===== config.mk =====
export PLATFORM = sky130hd
export DESIGN_NAME = spec_mem_arbiter
export DESIGN_NICKNAME = d
export VERILOG_FILES = /design/src/rtl/spec_mem_pkg.sv /design/src/rtl/spec_burst_addr_gen.sv /design/src/rtl/spec_mem_arbiter.sv
export SDC_FILE = /design/constraint.sdc
export NUM_CORES = 1
export LEC_CHECK = 0
export CORE_AREA = 2 2 81 83
export CTS_CLUSTER_SIZE = 14
export DETAILED_ROUTE_END_ITERATION = 10
export DIE_AREA = 0 0 83 85
export GPL_ROUTABILITY_DRIVEN = 1
export PLACE_DENSITY = 0.79
export SLEW_MARGIN = 15
export SYNTH_ARGS = -nofsm -noshare
export SYNTH_HDL_FRONTEND = slang
export SYNTH_HIERARCHICAL = 1
export SYNTH_SLANG_ARGS = --single-unit

===== constraint.sdc =====
create_clock -name clk -period 6.4 [get_ports clk]
set_clock_uncertainty 0.1 [all_clocks]
set_input_delay 1.28 -clock clk [delete_from_list [all_inputs] [get_ports clk]]
set_output_delay 1.28 -clock clk [all_outputs]
set_load 0.02 [all_outputs]

===== src/rtl/spec_mem_pkg.sv =====
// Shared types and default sizing for the SPECDATA memory arbiter.
package spec_mem_pkg;

  localparam int DEF_DATA_W     = 16;
  localparam int DEF_ADDR_W     = 8;
  localparam int DEF_SPEC_WORDS = 131;
  localparam int DEF_LEN_W      = 4;

  // Arbiter FSM states
  typedef enum logic [1:0] {
    IDLE     = 2'd0,
    HW_BURST = 2'd1,
    SW_ACC   = 2'd2
  } state_t;

  // Owner of the most recent grant, used for alternating fairness
  typedef enum logic {
    OWNER_HW = 1'b0,
    OWNER_SW = 1'b1
  } owner_t;

endpackage


===== src/rtl/spec_burst_addr_gen.sv =====
// Burst address generator: holds the address of the beat currently on the
// memory port, offers the following address (wrapping at the table end) and
// flags when the current beat is the final one of the burst.
module spec_burst_addr_gen
  import spec_mem_pkg::*;
#(
  parameter int ADDR_W     = DEF_ADDR_W,
  parameter int LEN_W      = DEF_LEN_W,
  parameter int SPEC_WORDS = DEF_SPEC_WORDS
) (
  input  logic              clk,
  input  logic              rst_n,
  input  logic              load,
  input  logic [ADDR_W-1:0] start_addr,
  input  logic [LEN_W-1:0]  len,
  input  logic              step,
  output logic [ADDR_W-1:0] next_addr,
  output logic              last
);

  localparam logic [ADDR_W-1:0] LAST_ADDR = ADDR_W'(SPEC_WORDS - 1);
  localparam logic [LEN_W:0]    BEAT_INC  = (LEN_W+1)'(1);

  logic [ADDR_W-1:0] addr_reg;
  logic [LEN_W:0]    beat_reg;   // one bit wider than len so 16 beats never overflow
  logic [LEN_W-1:0]  len_reg;

  assign next_addr = (addr_reg == LAST_ADDR) ? '0 : addr_reg + ADDR_W'(1);
  assign last      = (beat_reg == {1'b0, len_reg});

  // Load the burst descriptor on grant, advance one beat per step
  always_ff @(posedge clk or negedge rst_n) begin
    if (!rst_n) begin
      addr_reg <= '0;
      beat_reg <= '0;
      len_reg  <= '0;
    end else if (load) begin
      addr_reg <= start_addr;
      beat_reg <= '0;
      len_reg  <= len;
    end else if (step) begin
      addr_reg <= next_addr;
      beat_reg <= beat_reg + BEAT_INC;
    end
  end

endmodule


===== src/rtl/spec_mem_arbiter.sv =====
// Arbiter sharing the single-port SPECDATA memory between the CFA path
// matcher (read bursts) and the TCB (single reads/writes). Alternates on
// ties, rejects out-of-range addresses and keeps non-TCB writes off the port.
module spec_mem_arbiter
  import spec_mem_pkg::*;
#(
  parameter int DATA_W     = DEF_DATA_W,
  parameter int ADDR_W     = DEF_ADDR_W,
  parameter int SPEC_WORDS = DEF_SPEC_WORDS,
  parameter int LEN_W      = DEF_LEN_W
) (
  input  logic              clk,
  input  logic              rst_n,
  input  logic              hw_req,
  input  logic [ADDR_W-1:0] hw_addr,
  input  logic [LEN_W-1:0]  hw_len,
  output logic              hw_gnt,
  output logic              hw_rvalid,
  output logic [DATA_W-1:0] hw_rdata,
  output logic              hw_done,
  output logic              hw_err,
  input  logic              sw_req,
  input  logic              sw_we,
  input  logic [ADDR_W-1:0] sw_addr,
  input  logic [DATA_W-1:0] sw_wdata,
  input  logic              sw_in_tcb,
  output logic              sw_gnt,
  output logic              sw_rvalid,
  output logic [DATA_W-1:0] sw_rdata,
  output logic              sw_err,
  output logic              mem_en,
  output logic              mem_we,
  output logic [ADDR_W-1:0] mem_addr,
  output logic [DATA_W-1:0] mem_wdata,
  input  logic [DATA_W-1:0] mem_rdata
);

  localparam logic [ADDR_W-1:0] LAST_ADDR = ADDR_W'(SPEC_WORDS - 1);

  state_t state_reg, state_next;
  owner_t last_owner_reg, last_owner_next;

  logic hw_win, sw_win, hw_bad, sw_bad;
  logic gen_load, gen_step, gen_last;
  logic [ADDR_W-1:0] gen_next_addr;
  logic [LEN_W-1:0]  gen_len;

  logic hw_gnt_reg, hw_rvalid_reg, hw_done_reg, hw_err_reg;
  logic sw_gnt_reg, sw_rvalid_reg, sw_err_reg;
  logic mem_en_reg, mem_we_reg;
  logic [ADDR_W-1:0] mem_addr_reg;
  logic [DATA_W-1:0] mem_wdata_reg;

  logic hw_gnt_next, hw_rvalid_next, hw_done_next, hw_err_next;
  logic sw_gnt_next, sw_rvalid_next, sw_err_next;
  logic mem_en_next, mem_we_next;
  logic [ADDR_W-1:0] mem_addr_next;
  logic [DATA_W-1:0] mem_wdata_next;

  // Arbitration only in IDLE; on a tie the master that did not own the last grant wins
  assign hw_win = (state_reg == IDLE) && hw_req &&
                  (!sw_req || (last_owner_reg == OWNER_SW));
  assign sw_win = (state_reg == IDLE) && sw_req && !hw_win;

  assign hw_bad = (hw_addr > LAST_ADDR);
  assign sw_bad = (sw_addr > LAST_ADDR) || (sw_we && !sw_in_tcb);

  // A rejected burst is loaded as a single beat so HW_BURST exits after one cycle
  assign gen_load = hw_win;
  assign gen_len  = hw_bad ? '0 : hw_len;
  assign gen_step = (state_reg == HW_BURST) && !gen_last;

  spec_burst_addr_gen #(
    .ADDR_W     (ADDR_W),
    .LEN_W      (LEN_W),
    .SPEC_WORDS (SPEC_WORDS)
  ) u_addr_gen (
    .clk        (clk),
    .rst_n      (rst_n),
    .load       (gen_load),
    .start_addr (hw_addr),
    .len        (gen_len),
    .step       (gen_step),
    .next_addr  (gen_next_addr),
    .last       (gen_last)
  );

  // State and fairness register
  always_ff @(posedge clk or negedge rst_n) begin
    if (!rst_n) begin
      state_reg      <= IDLE;
      last_owner_reg <= OWNER_SW;
    end else begin
      state_reg      <= state_next;
      last_owner_reg <= last_owner_next;
    end
  end

  // Next-state: busy states always return to IDLE once their last issue is on the port
  always_comb begin
    state_next      = state_reg;
    last_owner_next = last_owner_reg;
    case (state_reg)
      IDLE: begin
        if (hw_win) begin
          state_next      = HW_BURST;
          last_owner_next = OWNER_HW;
        end else if (sw_win) begin
          state_next      = SW_ACC;
          last_owner_next = OWNER_SW;
        end
      end
      HW_BURST: if (gen_last) state_next = IDLE;
      SW_ACC:   state_next = IDLE;
      default:  state_next = IDLE;
    endcase
  end

  // Output decode: next values of every registered output
  always_comb begin
    hw_gnt_next    = 1'b0;
    hw_rvalid_next = 1'b0;
    hw_done_next   = 1'b0;
    hw_err_next    = 1'b0;
    sw_gnt_next    = 1'b0;
    sw_rvalid_next = 1'b0;
    sw_err_next    = 1'b0;
    mem_en_next    = 1'b0;
    mem_we_next    = 1'b0;
    mem_addr_next  = '0;
    mem_wdata_next = '0;
    case (state_reg)
      IDLE: begin
        if (hw_win) begin
          hw_gnt_next = 1'b1;
          if (hw_bad) begin
            hw_err_next  = 1'b1;
            hw_done_next = 1'b1;
          end else begin
            mem_en_next   = 1'b1;
            mem_addr_next = hw_addr;
          end
        end else if (sw_win) begin
          sw_gnt_next = 1'b1;
          if (sw_bad) begin
            sw_err_next = 1'b1;
          end else begin
            mem_en_next    = 1'b1;
            mem_we_next    = sw_we;
            mem_addr_next  = sw_addr;
            mem_wdata_next = sw_wdata;
          end
        end
      end
      HW_BURST: begin
        // Read data for the beat on the port now appears next cycle
        hw_rvalid_next = mem_en_reg;
        hw_done_next   = mem_en_reg && gen_last;
        if (!gen_last) begin
          mem_en_next   = 1'b1;
          mem_addr_next = gen_next_addr;
        end
      end
      SW_ACC: begin
        sw_rvalid_next = mem_en_reg && !mem_we_reg;
      end
      default: ;
    endcase
  end

  // Output registers
  always_ff @(posedge clk or negedge rst_n) begin
    if (!rst_n) begin
      hw_gnt_reg    <= 1'b0;
      hw_rvalid_reg <= 1'b0;
      hw_done_reg   <= 1'b0;
      hw_err_reg    <= 1'b0;
      sw_gnt_reg    <= 1'b0;
      sw_rvalid_reg <= 1'b0;
      sw_err_reg    <= 1'b0;
      mem_en_reg    <= 1'b0;
      mem_we_reg    <= 1'b0;
      mem_addr_reg  <= '0;
      mem_wdata_reg <= '0;
    end else begin
      hw_gnt_reg    <= hw_gnt_next;
      hw_rvalid_reg <= hw_rvalid_next;
      hw_done_reg   <= hw_done_next;
      hw_err_reg    <= hw_err_next;
      sw_gnt_reg    <= sw_gnt_next;
      sw_rvalid_reg <= sw_rvalid_next;
      sw_err_reg    <= sw_err_next;
      mem_en_reg    <= mem_en_next;
      mem_we_reg    <= mem_we_next;
      mem_addr_reg  <= mem_addr_next;
      mem_wdata_reg <= mem_wdata_next;
    end
  end

  assign hw_gnt    = hw_gnt_reg;
  assign hw_rvalid = hw_rvalid_reg;
  assign hw_done   = hw_done_reg;
  assign hw_err    = hw_err_reg;
  assign sw_gnt    = sw_gnt_reg;
  assign sw_rvalid = sw_rvalid_reg;
  assign sw_err    = sw_err_reg;
  assign mem_en    = mem_en_reg;
  assign mem_we    = mem_we_reg;
  assign mem_addr  = mem_addr_reg;
  assign mem_wdata = mem_wdata_reg;

  // Read data is shared; the rvalid strobes say whose it is
  assign hw_rdata = mem_rdata;
  assign sw_rdata = mem_rdata;

endmodule

==> flow_metrics.tcl <==
set metrics [dict create \
    finalMaxSlewViolations 0 \
    ys.flop_type "dfrtp_1" \
    crit_slowest_cell "and2b_1" \
    wl_microns 5338 \
    viasPerCell 5.075 \
    cts_buffers 5 \
    multi_input_area_sq_um 992.2 \
    worst-path-buf-inv 1 \
    leakage_uw 0.001439 \
    worstPathCellList "clkdlybuf4s50_1 -> a211o_1 -> o41ai_2 -> and2b_1 -> a221o_1" \
    io_pins 123 \
    seq_area_sq_um 1328 \
    area_growth_pct 24.11 \
    drt.antenna.violating_nets 0 \
    crit_type "input pin to register" \
    fillers 519 \
    synth_edf_count 0 \
    fmax_ghz 0.3457 \
    dp_hpwl_microns 4036 \
    clockRootBuffer "clkbuf_8" \
    grt.total_usage_pct 15.98 \
    power_uw 1215 \
    syn_area_per_cell_sq_um 10.87 \
    postCtsSetupRepairBufs 0 \
    critPathRequiredTime_ns 6.54 \
    vias 1832 \
    fp-row-count 29 \
    grt.overflow.total 0 \
    yosys_register_bits 53 \
    rsz0062_at_grt "no" \
    cts_num_sinks 53 \
    tritoncts "yes" \
    die_w_microns 83 \
    powerDensity_nw_per_um2 372.0 \
    min_period_over_period_pct 45.20 \
    cts.htree.levels 2 \
    critPathTopFamily "compound AO/OA/AOI/OAI gates" \
    ys_async_sr_fraction_pct 100.0 \
    dieArea_sq_um 7055 \
    clk_path_buf_depth 2 \
    finalHoldViolCount 0 \
    crit_arrival_ns 3.04 \
    wl_per_cell_microns 14.79 \
    finalSetupTns_ns 0 \
    setup_viol 0 \
    drt_iter0_drc 113 \
    die_y_microns 85 \
    relSlewSlack_pct 57.04 \
    drc 0 \
    gp_congestion 0.8016 \
    ys_seq_area_share_pct 50.45 \
    netlist_instances 242 \
    start_util_pct 42.41 \
    cap_viol_max_count 0 \
    cp-start-kind "input pin" \
    antenna_found_initial 0 \
    ys_warn_count 6 \
    grt_pass1_vias 1811 \
    final_nets 344 \
    status "finished, final reports clean" \
    grt_max_degree 54 \
    synth.distinct_cells 45 \
    grt_first_pass_wirelength_microns 8928 \
    numPortBuffers 74 \
    hold_class "register to register" \
    core_area_sq_um 6205 \
    insertion_delay_ns 0.30 \
    syn-cell-area_sq_um 2631 \
    clk_pin_slew_ns 0.09 \
    endpoint_kind "register" \
    slowest_delay_ns 0.52 \
    cts_resized 0 \
    syn_nets 303 \
    peakVddDrop_uv 195.1 \
    largest_reg_flops 16 \
    cts_hold_buf 0 \
    path_max_fanout 21 \
    num_antenna_cells 0 \
    drive_gt1_share_pct 7.394 \
    tightest_slew_ns 0.6443 \
    fin_crit_ns 2.893 \
    drtPass1Iterations 4 \
]
## layout by cell type (no fill, tap or decap), types with 2 or more instances in the layout
cell type,Yosys,final
a211o_1,3,3
a21oi_1,6,6
a221o_1,8,8
and2_0,4,4
and2_1,22,22
and3_1,6,6
buf_4,33,2
clkbuf_1,3,2
clkbuf_8,1,5
clkdlybuf4s50_1,0,73
dfrtp_1,52,52
ha_1,3,3
inv_1,3,3
mux2_2,4,4
mux2i_1,3,3
nand2_1,13,13
nand2b_1,2,2
nand3_1,5,5
nand4_1,5,5
nor2_1,12,12
nor3_1,3,3
o21ai_0,8,8
xnor2_1,8,8
xor2_1,10,10
## final timing paths
| check | startpoint | endpoint | slack (ns) | depth (start not counted) |
|---|---|---|---|---|
| min in group asynchronous | rst_n | mem_wdata[4]$_DFF_PN0_ | 0.99 | 2 |
| worst min register to register | mem_we$_DFF_PN0_ | sw_rvalid$_DFF_PN0_ | 0.35 | 1 |
| worst max-delay path | sw_addr[0] | mem_addr[0]$_DFF_PN0_ | 3.51 | 5 |
| max in group asynchronous | rst_n | u_addr_gen/len_reg[0]$_DFFE_PN0P_ | 4.79 | 2 |
| worst min-delay path | mem_we$_DFF_PN0_ | sw_rvalid$_DFF_PN0_ | 0.35 | 1 |
| worst max register to register | u_addr_gen/beat_reg[1]$_DFFE_PN0P_ | u_addr_gen/addr_reg[6]$_DFFE_PN0P_ | 4.45 | 9 |
## routing by layer
layer | part of all wire, % | wire length [microns] | GRT usage [%]
met5 | 0 | 0 | 0
met4 | 2.5 | 131 | 7.899
met3 | 7.3 | 388 | 4.669
met2 | 48 | 2569 | 26.76
met1 | 42 | 2249 | 18.92
## through the flow
stage	setup slack (ns)	instance area, sq um	std cells	hold slack [ns]	utilization (%)
after global routing	3.359	3266	361	0.3806	52.63
after detailed placement	3.185	3182	353	0.3468	51.28
after CTS	3.486	3266	361	0.3598	52.63
after floorplan	3.606	2631	242	0.3375	-
final	3.507	3266	361	0.3547	52.63
after global placement	3.260	3182	353	0.3457	51.28
## area by class of cell
class	instances	share of cell area (%)
clock inverter	1	0.2299
tap	77	2.950
sequential	53	40.65
inverter	4	0.4598
timing repair buffer	76	22.99
clock buffer	7	2.337
multi-input combinational	143	30.38
## cells by family after synthesis
group / count (synthesis) / synth area share (%)
and+or+nand+nor: 84 / 18.45
buffers and inverters: 46 / 12.03
AOI/OAI and AO/OA: 31 / 8.798
xor gates and xnor gates: 18 / 5.991
adders and majority gates: 3 / 1.427
DFF: 53 / 50.45
muxes: 7 / 2.853
## Yosys cell counts, types with 2 or more instances
library cell	n	share of area [%]
mux2_2	4	1.7
nor3_1	3	0.57
nand4_1	5	1.2
buf_1	2	0.29
a211o_1	3	1.0
and2_1	22	5.2
dfrtp_1	52	49
o21ai_0	8	1.5
nand3_1	5	0.95
a221o_1	8	3.0
clkbuf_1	3	0.43
buf_4	33	9.4
nand2b_1	2	0.48
inv_1	3	0.43
a21oi_1	6	1.1
mux2i_1	3	1.1
nand2_1	13	1.9
xor2_1	10	3.3
and3_1	6	1.4
nor2_1	12	1.7
nor3b_1	2	0.57
buf_2	2	0.38
ha_1	3	1.4
and2_0	4	0.95
xnor2_1	8	2.7
## worst reg2reg max path: cells and delay by family, from the launching register on
| kind | cells | cell delay [ns] |
|---|---|---|
| DFF | 1 | 0.42 |
| AOI/OAI and AO/OA | 1 | 0.09 |
| buffers and inverters | 1 | 0.28 |
| xor gates and xnor gates | 2 | 0.26 |
| and+or+nand+nor | 5 | 0.66 |
## where the power goes
part	switching [uW]	leakage (uW)	internal, uW
logic	262	0.000707	263
clock network	101	0.0000385	77.5
registers	79.7	0.000694	432
Power figures use the tool's default switching activity.
